File: src/rtl/bnn_pkg.sv
// Shared constants, FSM state type and arithmetic helpers for the binarized MLP.
package bnn_pkg;

  localparam int N_IN_DEF   = 4;
  localparam int N_OUT_DEF  = 4;
  localparam int BIAS_W_DEF = 4;

  typedef enum logic [1:0] {
    IDLE    = 2'd0,
    COMPUTE = 2'd1,
    DONE    = 2'd2
  } state_e;

  // Accumulator width that holds sum(-N_IN..+N_IN) plus any bias without overflow.
  function automatic int acc_w(input int n_in, input int bias_w);
    int sum_w;
    sum_w = $clog2(n_in + 1) + 1;
    return ((bias_w > sum_w) ? bias_w : sum_w) + 1;
  endfunction

  function automatic int popcount(input logic [31:0] v);
    int cnt;
    cnt = 0;
    for (int i = 0; i < 32; i++) begin
      cnt += int'(v[i]);
    end
    return cnt;
  endfunction

endpackage

File: src/rtl/bnn_neuron.sv
// Combinational binarized neuron: XNOR-popcount, bias add, sign activation.
module bnn_neuron
  import bnn_pkg::*;
#(
  parameter int N_IN   = N_IN_DEF,
  parameter int BIAS_W = BIAS_W_DEF,
  parameter int ACC_W  = acc_w(N_IN_DEF, BIAS_W_DEF)
) (
  input  logic [N_IN-1:0]   i_x,
  input  logic [N_IN-1:0]   i_w,
  input  logic [BIAS_W-1:0] i_b,
  output logic [ACC_W-1:0]  o_pre,
  output logic              o_act
);

  logic [N_IN-1:0]  w_xnor;
  logic [ACC_W-1:0] w_pop;
  logic [ACC_W-1:0] w_sum;
  logic [ACC_W-1:0] w_bias_ext;

  assign w_xnor     = ~(i_x ^ i_w);
  assign w_pop      = ACC_W'(popcount(32'(w_xnor)));
  // Map matches to a signed +/-1 sum: 2*pop - N_IN.
  assign w_sum      = (w_pop << 1) - ACC_W'(N_IN);
  assign w_bias_ext = {{(ACC_W - BIAS_W){i_b[BIAS_W-1]}}, i_b};
  assign o_pre      = w_sum + w_bias_ext;
  assign o_act      = ~o_pre[ACC_W-1];

endmodule

File: src/rtl/bnn_mlp.sv
// Single-layer binarized MLP, one neuron per clock behind start/busy/done.
// Optional score output enabled by defining BNN_MLP_SCORE_OUT_EN.
module bnn_mlp
  import bnn_pkg::*;
#(
  parameter int N_IN   = N_IN_DEF,
  parameter int N_OUT  = N_OUT_DEF,
  parameter int BIAS_W = BIAS_W_DEF
) (
  input  logic                      clk,
  input  logic                      rst_n,
  input  logic                      start,
  input  logic [N_IN-1:0]           in_vec,
  input  logic [N_IN*N_OUT-1:0]     weights,
  input  logic [N_OUT*BIAS_W-1:0]   bias,
  output logic                      busy,
  output logic                      done,
`ifdef BNN_MLP_SCORE_OUT_EN
  output logic [N_OUT*acc_w(N_IN, BIAS_W)-1:0] score,
`endif
  output logic [N_OUT-1:0]          result
);

  localparam int ACC_W = acc_w(N_IN, BIAS_W);
  localparam int IDX_W = (N_OUT > 1) ? $clog2(N_OUT) : 1;
  localparam logic [IDX_W-1:0] LAST_IDX = IDX_W'(N_OUT - 1);

  state_e                    r_state;
  state_e                    w_next_state;
  logic [IDX_W-1:0]          r_idx;
  logic [N_IN-1:0]           r_x;
  logic [N_IN*N_OUT-1:0]     r_w;
  logic [N_OUT*BIAS_W-1:0]   r_b;
  logic [N_OUT-1:0]          r_shadow;
  logic [N_OUT-1:0]          r_result;
  logic                      r_done;
  logic                      r_busy;
  logic [N_IN-1:0]           w_wj;
  logic [BIAS_W-1:0]         w_bj;
  logic [ACC_W-1:0]          w_pre;
  logic                      w_act;

  assign w_wj = r_w[r_idx*N_IN +: N_IN];
  assign w_bj = r_b[r_idx*BIAS_W +: BIAS_W];

  bnn_neuron #(
    .N_IN   (N_IN),
    .BIAS_W (BIAS_W),
    .ACC_W  (ACC_W)
  ) u_neuron (
    .i_x   (r_x),
    .i_w   (w_wj),
    .i_b   (w_bj),
    .o_pre (w_pre),
    .o_act (w_act)
  );

  always_ff @(posedge clk or negedge rst_n) begin
    if (!rst_n) r_state <= IDLE;
    else        r_state <= w_next_state;
  end

  always_comb begin
    w_next_state = r_state;
    case (r_state)
      IDLE:    if (start) w_next_state = COMPUTE; else w_next_state = IDLE;
      COMPUTE: if (r_idx == LAST_IDX) w_next_state = DONE; else w_next_state = COMPUTE;
      DONE:    w_next_state = IDLE;
      default: w_next_state = IDLE;
    endcase
  end

  // Operand latch, neuron sweep into the shadow, and publication of the result.
  always_ff @(posedge clk or negedge rst_n) begin
    if (!rst_n) begin
      r_idx    <= '0;
      r_x      <= '0;
      r_w      <= '0;
      r_b      <= '0;
      r_shadow <= '0;
      r_result <= '0;
      r_done   <= 1'b0;
      r_busy   <= 1'b0;
    end else begin
      r_done <= (r_state == DONE);
      r_busy <= (w_next_state != IDLE);
      case (r_state)
        IDLE: begin
          if (start) begin
            r_x   <= in_vec;
            r_w   <= weights;
            r_b   <= bias;
            r_idx <= '0;
          end
        end
        COMPUTE: begin
          r_shadow[r_idx] <= w_act;
          r_idx           <= (r_idx == LAST_IDX) ? '0 : r_idx + IDX_W'(1);
        end
        DONE:    r_result <= r_shadow;
        default: r_idx    <= '0;
      endcase
    end
  end

`ifdef BNN_MLP_SCORE_OUT_EN
  logic [N_OUT*ACC_W-1:0] r_score_sh;
  logic [N_OUT*ACC_W-1:0] r_score;

  // Pre-activation capture follows the same shadow/publish timing as result.
  always_ff @(posedge clk or negedge rst_n) begin
    if (!rst_n) begin
      r_score_sh <= '0;
      r_score    <= '0;
    end else if (r_state == COMPUTE) begin
      r_score_sh[r_idx*ACC_W +: ACC_W] <= w_pre;
    end else if (r_state == DONE) begin
      r_score <= r_score_sh;
    end else begin
      r_score <= r_score;
    end
  end

  assign score = r_score;
`else
  logic w_unused_pre;
  assign w_unused_pre = ^w_pre;
`endif

  assign busy   = r_busy;
  assign done   = r_done;
  assign result = r_result;

endmodule

File: config.mk
export PLATFORM = sky130hd
export DESIGN_NAME = bnn_mlp
export DESIGN_NICKNAME = d
export VERILOG_FILES = /design/src/rtl/bnn_pkg.sv /design/src/rtl/bnn_neuron.sv /design/src/rtl/bnn_mlp.sv
export SDC_FILE = /design/constraint.sdc
export NUM_CORES = 1
export LEC_CHECK = 0
export BUFFER_PORTS_ARGS = -buffer_cell sky130_fd_sc_hd__buf_2
export CAP_MARGIN = 10
export CORE_MARGIN = 3
export CORE_UTILIZATION = 55
export DETAILED_ROUTE_END_ITERATION = 6
export GPL_TIMING_DRIVEN = 0
export PLACE_DENSITY = 0.82
export REMOVE_ABC_BUFFERS = 1
export SYNTH_ARGS = -nofsm -noshare
export SYNTH_HDL_FRONTEND = slang
export SYNTH_HIERARCHICAL = 1
export SYNTH_SLANG_ARGS = --single-unit
File: constraint.sdc
create_clock -name clk -period 5.3 [get_ports clk]
set_input_delay 0.53 -clock clk [delete_from_list [all_inputs] [get_ports clk]]
set_output_delay 0.53 -clock clk [all_outputs]
set_load 0.02 [all_outputs]
[Word level (Yosys, flattened, before mapping)]
Cells that the tools add are included.
Operators by class
  magnitude comparators: 2
  add/sub/neg operators: 6
  equality and inequality tests: 4
  bitwise gates (word level): 4
  reduce and logical (&&, ||, !) cells: 5
  muxes and demuxes: 9
  shifts and indexed selects: 2
Operators by type and width (count)
  16-bit by 5-bit variable part select with 4-bit output: 2
  4-bit by 2-bit adder with 4-bit output: 2
  2-bit 2-to-1 mux: 3
  2-bit case mux with 3 select lines: 1
  5-bit adder: 1
  5-bit by 3-bit subtractor with 5-bit output (second input constant): 1
  4-bit bitwise mux: 1
  2-bit == test (second input constant): 2
  4-bit NOT: 1
  2-bit case mux with 2 select lines: 1
  2-bit AND reduction: 2
  4-bit bitwise XOR: 1
  2-bit by 3-bit < comparator with 1-bit output (second input constant): 1
  1-bit by 1-bit adder with 2-bit output: 1
  2-bit by 1-bit adder with 2-bit output (second input constant): 1
  1-bit demux with 2-bit select: 1
  2-bit by 1-bit == test with 1-bit output (second input constant): 1
  2-bit by 1-bit greater-or-equal comparator with 1-bit output (second input constant): 1
  2-bit logical NOT: 1
  1-bit 2-to-1 mux: 2
  2-bit != test (second input constant): 1
  1-bit NOT: 2
  2-bit nonzero test: 1
  1-bit logical AND: 1
Storage, ports and cells
  output and inout bits: 6
  input bits: 39
  register bits after elaboration: 50

[Logic depth before layout (Yosys ltp)]
  word-level depth: 10
  gate-level depth with buffers: 14

[By module]
The synthesis kept the hierarchy.
Modules (own cells, without submodules)
  bnn_mlp: cells each 135, instances 1, area each 2317.2 um2
  bnn_neuron: cells each 22, instances 1, area each 201.4 um2

[Worst setup path before layout]
OpenSTA, ideal clock, no wires.
  path type: register to register
  start: register r_idx[0]
  end: register r_shadow[3]
  setup time: 125 ps
  stages on the path, launching flop included: 15
  clock period less this slack: 3757 ps
  required time: 5175 ps
  path buffers: 1
  setup slack: 1543 ps
  arrival time: 3632 ps
  cell sequence: dfrtp_1 buf_2 mux4_2 xnor2_1 fa_1 ha_1 ha_1 inv_1 ha_1 inv_1 ha_1 inv_1 fa_1 xnor2_1 mux2_2
On the way
  cells in the longest elaborated chain, start to end: 10
  elaborated cells between the ends (all ways): 16
RTL lines
  start: declaration: line bnn_mlp.sv:30  | logic [IDX_W-1:0] r_idx;
  start signal: assignment: line bnn_mlp.sv:98  | r_idx <= (r_idx == LAST_IDX) ? '0 : r_idx + IDX_W'(1);
  16-bit by 5-bit variable part select with 4-bit output: line bnn_mlp.sv:43  | assign w_wj = r_w[r_idx*N_IN +: N_IN];
  net w_wj[1]: line bnn_mlp.sv:38  | logic [N_IN-1:0] w_wj;
  4-bit bitwise XOR: line bnn_neuron.sv:21  | assign w_xnor = ~(i_x ^ i_w);
  4-bit NOT: line bnn_neuron.sv:21
  1-bit by 1-bit adder with 2-bit output: line bnn_pkg.sv:25  | cnt += int'(v[i]);
  4-bit by 2-bit adder with 4-bit output (2 in series): line bnn_pkg.sv:25
  5-bit by 3-bit subtractor with 5-bit output: line bnn_neuron.sv:24  | assign w_sum = (w_pop << 1) - ACC_W'(N_IN);
  5-bit adder: line bnn_neuron.sv:26  | assign o_pre = w_sum + w_bias_ext;
  1-bit NOT: line bnn_neuron.sv:27  | assign o_act = ~o_pre[ACC_W-1];
  net w_act: line bnn_mlp.sv:41  | logic w_act;
  4-bit bitwise mux: line bnn_mlp.sv:97  | r_shadow[r_idx] <= w_act;
  end signal: indexed assignment: line bnn_mlp.sv:97
  end: declaration: line bnn_mlp.sv:34  | logic [N_OUT-1:0] r_shadow;
The timed path passes the listed nets, and every way through them passes these cells.
A chain may end at the register's enable or synchronous reset.

[Worst setup path after layout]
  start: register r_idx[0]
  end: register r_shadow[2]
Same word-level chain as after synthesis.

==> flow_metrics.tcl <==
set metrics [dict create \
    p_clk_share_pct 11.1 \
    drt_iter0_drc 50 \
    cts_tree "built" \
    n_antenna_cell 0 \
    stdcell_area_sq_mm 0.00261 \
    cts-hold-fix-buffers 0 \
    pwr_density_cell_mw_per_mm2 727 \
    synth_cells 145 \
    cts_buffer_depth 2 \
    slowest_delay_ns 0.73 \
    r2r_slack_ns 1.26 \
    yosysWarnings 6 \
    cts_resized 0 \
    grt_pass1_wl_um 6310 \
    place_area_sq_mm 0.00252 \
    critPathKind "flop to flop" \
    crit_family "adder cells" \
    dpl.hpwl_um 2720 \
    syn2layout_area_growth_pct 12.5 \
    swShare_pct 35.9 \
    core_area_sq_mm 0.00385 \
    fmax_ghz 0.248 \
    p_leak_nw 1.26 \
    num_vias 1239 \
    cp.arrival_ns 4.22 \
    slew_violations 0 \
    cts_root_buffer "clkbuf_8" \
    antenna_found_initial 0 \
    period_share_pct 76.2 \
    fin_setup_tns_ns 0 \
    fillers 293 \
    fin_nets 237 \
    end_kind "flop" \
    critPathRequiredTime_ns 5.48 \
    drive_above_1_share_pct 51.9 \
    die_area_sq_mm 0.00504 \
    ant_nets 0 \
    worst_clock_skew_ns 0.00743 \
    pin_count 45 \
    cp-start-kind "flop" \
    post-route-min-period_ns 4.04 \
    avgSynthCellArea_sq_um 16.0 \
    critPathMostFrequentCell "ha_1" \
    netSwitchingPower_w 0.000682 \
    grt_setup_unrepaired "false" \
    grt_usage_pct 16.5 \
    clkTransAtPathRegs_ns 0.08 \
    io_buffers 40 \
    wl_um 3610 \
    comb_power_share_pct 53.6 \
    max_slew_margin_pct 34.6 \
    status "finished clean" \
    rows 22 \
    drv_cap 0 \
    worst_slew_pin_slew_ns 0.980 \
    clkSinkCount 46 \
    drc_errors 0 \
    cts_buffers 5 \
    gp_congestion 0.752 \
    path_cells "mux4_2 > xnor2_1 > fa_1 > ha_1 > ha_1 > inv_1 > ha_1 > inv_1 > ha_1 > inv_1 > fa_1 > xnor2_1 > mux2_2" \
    drtPass1Iterations 4 \
    ir_drop_mv 0.432 \
    htree_levels 2 \
    netlist_area_sq_mm 0.00232 \
    die_h_um 71.0 \
    internal_power_w 0.00122 \
    cp_max_fo 12 \
    hold_class "primary input to asynchronous set/reset pin" \
    initial_core_util_pct 60.3 \
    sequentialPowerShare_pct 35.3 \
    wl_per_cell_um 15.4 \
    setup_viol 0 \
    grt_pass1_vias 1328 \
    grt_overflow 0 \
    layoutNonFillerInstCount 235 \
    hold_viol_final 0 \
    post_cts_buffers 0 \
    worst-path-buf-inv 3 \
    dpl.cell_count 227 \
    grt_max_degree 47 \
    clock_latency_ns 0.30 \
    cp_slowest_cell "dfrtp_1" \
    vias_per_cell 5.27 \
    die_w_um 71.0 \
]
==> power groups by stage <==
stage / Combinational (W) / Sequential, W / Clock (W)
6_report: 0.00102 / 0.000670 / 0.000211
5_1_grt: 0.00114 / 0.000697 / 0.000235
4_1_cts: 0.00104 / 0.000672 / 0.000222
3_5_place_dp: 0.00104 / 0.000678 / 0
3_3_place_gp: 0.000974 / 0.000660 / 0
2_1_floorplan: 0.000816 / 0.000652 / 0
==> area by class of cell <==
class | instances | area (sq um) | share of cell area, %
Clock buffer | 7 | 86.3 | 3.30
Clock inverter | 1 | 5.00 | 0.191
Inverter | 11 | 41.3 | 1.58
Multi-Input combinational cell | 80 | 1040 | 39.8
Sequential cell | 46 | 1150 | 44.0
Tap cell | 48 | 60.1 | 2.30
Timing Repair Buffer | 42 | 230 | 8.81
==> placed cells by master (no fill, tap or decap), drive strengths merged <==
master  count
mux4        7
nor3b       1
ha         10
dfrtp      46
and2b       1
clkbuf      7
a32o        2
a21oi       1
clkinv      1
fa          2
nor2        3
inv        11
mux2       40
xnor2       5
buf        42
nand3b      4
nand2b      4
==> routing by layer <==
layer / track usage, % / share of wire, % / vias up
met5: 0 / 0 / -
met4: 7.52 / 1.6 / 0
met3: 4.69 / 4.8 / 6
met2: 26.3 / 50 / 27
met1: 21.1 / 44 / 625
li1: - / - / 581
==> state kept, by name (all words and copies together), names as in the netlist <==
name and count:
r_w 16, r_b 12, r_shadow 4, r_x 4, result 4, r_idx 2
r_state 2, busy 1, done 1
==> per-stage QoR <==
stage	hold slack [ns]	util, %	worst slack, ns	total power (W)
after CTS	0.409	67.8	1.22	0.00193
final	0.394	67.8	1.26	0.00190
after floorplan	0.234	-	1.59	0.00147
after detailed placement	0.492	65.5	1.24	0.00171
after global placement	0.483	64.5	1.28	0.00163
after global routing	0.445	67.8	1.01	0.00207
==> worst register-to-register path: stages (launching register included) <==
cell and delay (ns):
dfrtp_1 0.73, mux4_2 0.59, xnor2_1 0.28, fa_1 0.46
ha_1 0.22, ha_1 0.27, inv_1 0.04, ha_1 0.26
inv_1 0.06, ha_1 0.13, inv_1 0.04, fa_1 0.37
xnor2_1 0.19, mux2_2 0.28
==> final timing paths <==
kind                        startpoint     endpoint  cells after the start
hold / removal                   rst_n       r_w[5]                      1
max in group asynchronous        rst_n   r_state[0]                      1
setup reg to reg              r_idx[0]  r_shadow[2]                     13
hold reg to reg            r_shadow[0]    result[0]                      1
setup / recovery              r_idx[0]  r_shadow[2]                     13
min in group clk            weights[9]       r_w[9]                      2
Power figures use the tool's default switching activity.
